`src/rtl/filter_out_fifo.sv`:
```
`default_nettype none
// ============================================================================
// Module   : filter_out_fifo
// Brief    : Show-ahead output FIFO for a filter chain (no upstream
//            backpressure), with a sticky overflow flag and saturating drop count.
// Revision : 1.0 - initial release
// ============================================================================
module filter_out_fifo #(
    parameter int DEPTH  = 4,
    parameter int DROP_W = 8
) (
    input  logic                     clk,
    input  logic                     reset,
    input  logic [15:0]              io_x_data,
    input  logic                     io_x_valid,
    input  logic                     io_x_parity,
    output logic [15:0]              io_y_data,
    output logic                     io_y_valid,
    output logic                     io_y_parity,
    input  logic                     io_y_ready,
    input  logic                     io_clear,
    output logic [$clog2(DEPTH):0]   io_count,
    output logic                     io_overflow,
    output logic [DROP_W-1:0]        io_drops
);

    localparam int c_AW = $clog2(DEPTH);
    localparam int c_CW = c_AW + 1;
    localparam logic [c_CW-1:0] c_FULL = c_CW'(DEPTH);

    logic [16:0]       r_mem [DEPTH];
    logic [c_AW-1:0]   r_wr_ptr;
    logic [c_AW-1:0]   r_rd_ptr;
    logic [c_CW-1:0]   r_count;
    logic              r_overflow;
    logic [DROP_W-1:0] r_drops;

    logic              w_nonempty;
    logic              w_pop;
    logic              w_push;
    logic              w_drop;
    logic [16:0]       w_head;

    assign w_nonempty = (r_count != '0);
    assign w_pop      = w_nonempty & io_y_ready;
    // A pop in the same cycle frees the slot, so a full FIFO still accepts.
    assign w_push     = io_x_valid & ((r_count != c_FULL) | w_pop);
    assign w_drop     = io_x_valid & ~w_push;

    assign w_head      = w_nonempty ? r_mem[r_rd_ptr] : 17'h0;
    assign io_y_data   = w_head[15:0];
    assign io_y_parity = w_head[16];
    assign io_y_valid  = w_nonempty;
    assign io_count    = r_count;
    assign io_overflow = r_overflow;
    assign io_drops    = r_drops;

    // Storage is intentionally left unreset; the head is masked while empty.
    always_ff @(posedge clk) begin
        if (w_push) begin
            r_mem[r_wr_ptr] <= {io_x_parity, io_x_data};
        end
    end

    always_ff @(posedge clk or posedge reset) begin
        if (reset) begin
            r_wr_ptr <= '0;
            r_rd_ptr <= '0;
            r_count  <= '0;
        end else begin
            if (w_push) begin
                r_wr_ptr <= r_wr_ptr + c_AW'(1);
            end
            if (w_pop) begin
                r_rd_ptr <= r_rd_ptr + c_AW'(1);
            end
            case ({w_push, w_pop})
                2'b10:   r_count <= r_count + c_CW'(1);
                2'b01:   r_count <= r_count - c_CW'(1);
                default: r_count <= r_count;
            endcase
        end
    end

    // A drop in the same cycle as a clear wins: the count restarts at one.
    always_ff @(posedge clk or posedge reset) begin
        if (reset) begin
            r_overflow <= 1'b0;
            r_drops    <= '0;
        end else if (w_drop) begin
            r_overflow <= 1'b1;
            if (io_clear) begin
                r_drops <= DROP_W'(1);
            end else if (r_drops != '1) begin
                r_drops <= r_drops + DROP_W'(1);
            end
        end else if (io_clear) begin
            r_overflow <= 1'b0;
            r_drops    <= '0;
        end
    end

endmodule
`default_nettype wire

```
`config.mk`:
```
export PLATFORM = sky130hd
export DESIGN_NAME = filter_out_fifo
export DESIGN_NICKNAME = d
export VERILOG_FILES = /design/src/rtl/filter_out_fifo.sv
export SDC_FILE = /design/constraint.sdc
export NUM_CORES = 1
export LEC_CHECK = 0
export CAP_MARGIN = 20
export CORE_UTILIZATION = 49
export DETAILED_ROUTE_END_ITERATION = 7
export GPL_TIMING_DRIVEN = 0
export PLACE_DENSITY = 0.8
export SLEW_MARGIN = 30
export SYNTH_ARGS = -nofsm -noshare
export SYNTH_HDL_FRONTEND = slang
export SYNTH_SLANG_ARGS = --single-unit
```
`constraint.sdc`:
```
create_clock -name clk -period 3.5 [get_ports clk]
set_input_delay 0.7 -clock clk [delete_from_list [all_inputs] [get_ports clk]]
set_output_delay 0.7 -clock clk [all_outputs]
set_load 0.02 [all_outputs]
```
==> flow_summary_export.csv <==
group,metric,value,unit
die,die-area,0.00748,mm²
cts,insertion_delay,0.35,ns
worst_setup_path,slowest_stage,"clkdlybuf4s50_1",
worst_setup_path,crit_path_max_incr_delay,0.55,ns
layout,fillers,507,
die,die_y,86.5,µm
timing,tns,0,ns
yosys,synth.distinct_cells,33,
pwr,p_sw,0.00112,W
route,drtIter0Drc,75,
yosys,synth_most_common_cell,"edfxtp_1",
yosys,yosys-top-cells-count,"edfxtp_1, and2_1, mux4_2",
route,drc,0,
route,ant_nets,0,
timing,period_share,95.2,%
yosys,synth.area.top_cells,"edfxtp_1, dfrtp_1, mux4_2",
worst_setup_path,endpoint_kind,"output port",
cts,path_clk_slew,0.08,ns
die,initial_core_util,51.2,%
die,num_io_pins,52,
die,num_rows,30,
grt,grt_pass1_wl,9.47,mm
yosys,netlist_area,0.00350,mm²
cts,cts_max_level,3,
timing,setup-violations-final,0,
placement,portBuffers,50,
yosys,ys_ff_latch,84,
pwr,power_frac_clock,19.5,%
layout,syn_to_final_growth,23.5,%
layout,stdcell_area,0.00432,mm²
yosys,synth.area.mux_share,12.1,%
grt,grt_usage,17.6,%
timing,slew-limit-headroom,58.8,%
layout,n_antenna_cell,0,
timing,fin_worst_skew,0.00727,ns
die,dieWidth,86.5,µm
yosys,synthCells,197,
cts,tritoncts,"done",
route,post_drt_wl_per_cell,16.3,µm
worst_setup_path,critPathLaunchType,"flop",
pwr,ir_worst_vdd,0.506,mV
die,fp.coreArea,0.00683,mm²
timing,worst_pin_slew,0.618,ns
timing,rsz0062_at_grt,"no",
yosys,synth_largest_area_cell,"edfxtp_1",
route,finalWirelength,5.87,mm
route,firstDrtPassIters,4,
yosys,synth_seq_area_share,69.8,%
grt,grt_max_degree,18,
pwr,p_per_area,799,mW/mm²
layout,drive_gt1_share,17.5,%
grt,grt.overflow.total,0,
cts,clock-sinks,84,
layout,nets,287,
pwr,p_sw_share,32.4,%
placement,hpwlAfterDp,3.82,mm
timing,min_period,3.33,ns
pwr,p_int,0.00234,W
yosys,yosys.area_share.simple,9.66,%
yosys,synth_warnings,0,
cts,cts.path.max_buffers,2,
worst_setup_path,critPathBufInv,3,
yosys,syn_area_per_cell,17.8,µm²
layout,regArea,0.00244,mm²
yosys,synthFlopType,"edfxtp_1",
layout,multi_input_area,978,µm²
placement,placed_area,0.00412,mm²
yosys,synth_top_area_share,58.4,%
cts,cts_buffers,9,
yosys,synth_fa_ha_area_share,2.72,%
yosys,synth_compound_area_share,2.00,%
worst_setup_path,critPathArrivalTime,2.63,ns
grt,grt_pass1_vias,1877,
pwr,seqPwrFrac,39.8,%
worst_setup_path,cp.required,2.80,ns
worst_setup_path,crit_top_cell,"clkbuf_1",
cts,cts_root_buf,"clkbuf_8",
grt,antenna_found_initial,0,
worst_setup_path,crit_family,"buffers and inverters",
pwr,p_leak,1.53,nW
worst_setup_path,crit_type,"flop to output port",
timing,max_freq,300,MHz
yosys,syn_nets,226,
status,status,"complete, no violations",
worst_setup_path,crit_chain,"or3_2, clkbuf_1, clkbuf_1, and2_1, clkdlybuf4s50_1",
yosys,synthXorXnorAreaFrac,1.50,%
run,drv_cap,0,
pwr,p_comb_share,40.6,%
route,vias,1847,
worst_setup_path,critPathMaxFanout,10,
yosys,synth_top_family_by_area,"multiplexers",
route,vias_per_cell,5.14,
placement,gp_congestion,0.756,
timing,hold_viol_final,0,
yosys,async_reset_ff_share,19.0,%
hold_path,min_path_type,"flop to flop",
yosys,synth_edf_count,68,
timing,slew_viol_final,0,
area by class of cell:
type	count	share of cell area [%]
multi-input combinational	95	22.6
timing repair buffer	50	11.6
tap	96	2.78
clock buffer	9	2.87
buffer	8	1.01
clock inverter	7	1.74
sequential	84	56.5
inverter	10	0.869
registers in the layout, summed over array words and instances, names as in the netlist:
register / flops
r_mem: 68
io_overflow: 1
io_count: 3
r_wr_ptr: 2
io_drops: 8
r_rd_ptr: 2
what timing repair did:
action                     CTS  global route
setup endpoints to repair    6             1
setup buffers                0             0
resized for setup            1             1
pin swaps                    0             0
hold buffers                 0             0
final timing paths:
kind	start	to	slack (ns)	cells after the start
setup / recovery	io_count[0]	io_y_data[10]	0.17	5
hold / removal	io_count[2]	io_count[2]	0.53	1
hold reg to reg	io_count[2]	io_count[2]	0.53	1
max in group asynchronous	reset	r_rd_ptr[1]	2.38	2
setup reg to reg	io_count[0]	io_count[2]	1.07	9
min in group asynchronous	reset	io_drops[0]	0.72	2
per-stage QoR:
stage | power (W) | worst slack, ns | utilization, % | hold WS (ns) | cells
final | 0.00345 | 0.166 | 63.3 | 0.533 | 359
after global routing | 0.00363 | 0.0112 | 63.3 | 0.593 | 359
after global placement | 0.00277 | 0.414 | 60.3 | 0.506 | 343
after floorplan | 0.00226 | 1.16 | - | 0.580 | 197
after CTS | 0.00349 | 0.0982 | 63.2 | 0.533 | 359
after detailed placement | 0.00282 | 0.367 | 60.3 | 0.518 | 343
power groups by stage:
stage / Sequential [W] / Clock [W] / Combinational, W
finish: 0.00138 / 0.000674 / 0.00140
global route: 0.00140 / 0.000724 / 0.00151
CTS: 0.00138 / 0.000686 / 0.00142
detailed placement: 0.00140 / 0 / 0.00142
global placement: 0.00139 / 0 / 0.00139
floorplan: 0.00141 / 0 / 0.000858
kinds of logic (layout without fill, tap and decap cells):
| group | Yosys count | after routing |
|---|---|---|
| compound gates | 11 | 11 |
| xor+xnor | 6 | 6 |
| flops | 84 | 84 |
| fa+ha+maj | 7 | 7 |
| mux | 21 | 21 |
| simple gates | 50 | 50 |
| buf+inv | 18 | 84 |
per-layer routing:
layer  part of all wire [%]  track usage (%)
met5                      0                0
met4                    1.9             8.64
met3                    4.3             3.81
met2                     51             28.9
met1                     43             22.5
layout by cell type (no fill, tap or decap), types with 5 or more instances in the layout:
cell / synthesis / final
mux4_2: 17 / 17
and3_2: 5 / 5
and2_1: 18 / 18
clkbuf_8: 0 / 9
inv_1: 10 / 10
nor2_1: 7 / 7
nand3_1: 5 / 5
clkdlybuf4s50_1: 0 / 50
edfxtp_1: 68 / 68
ha_1: 6 / 6
dfrtp_1: 16 / 16
No activity file was read; power rests on OpenSTA's default activity.
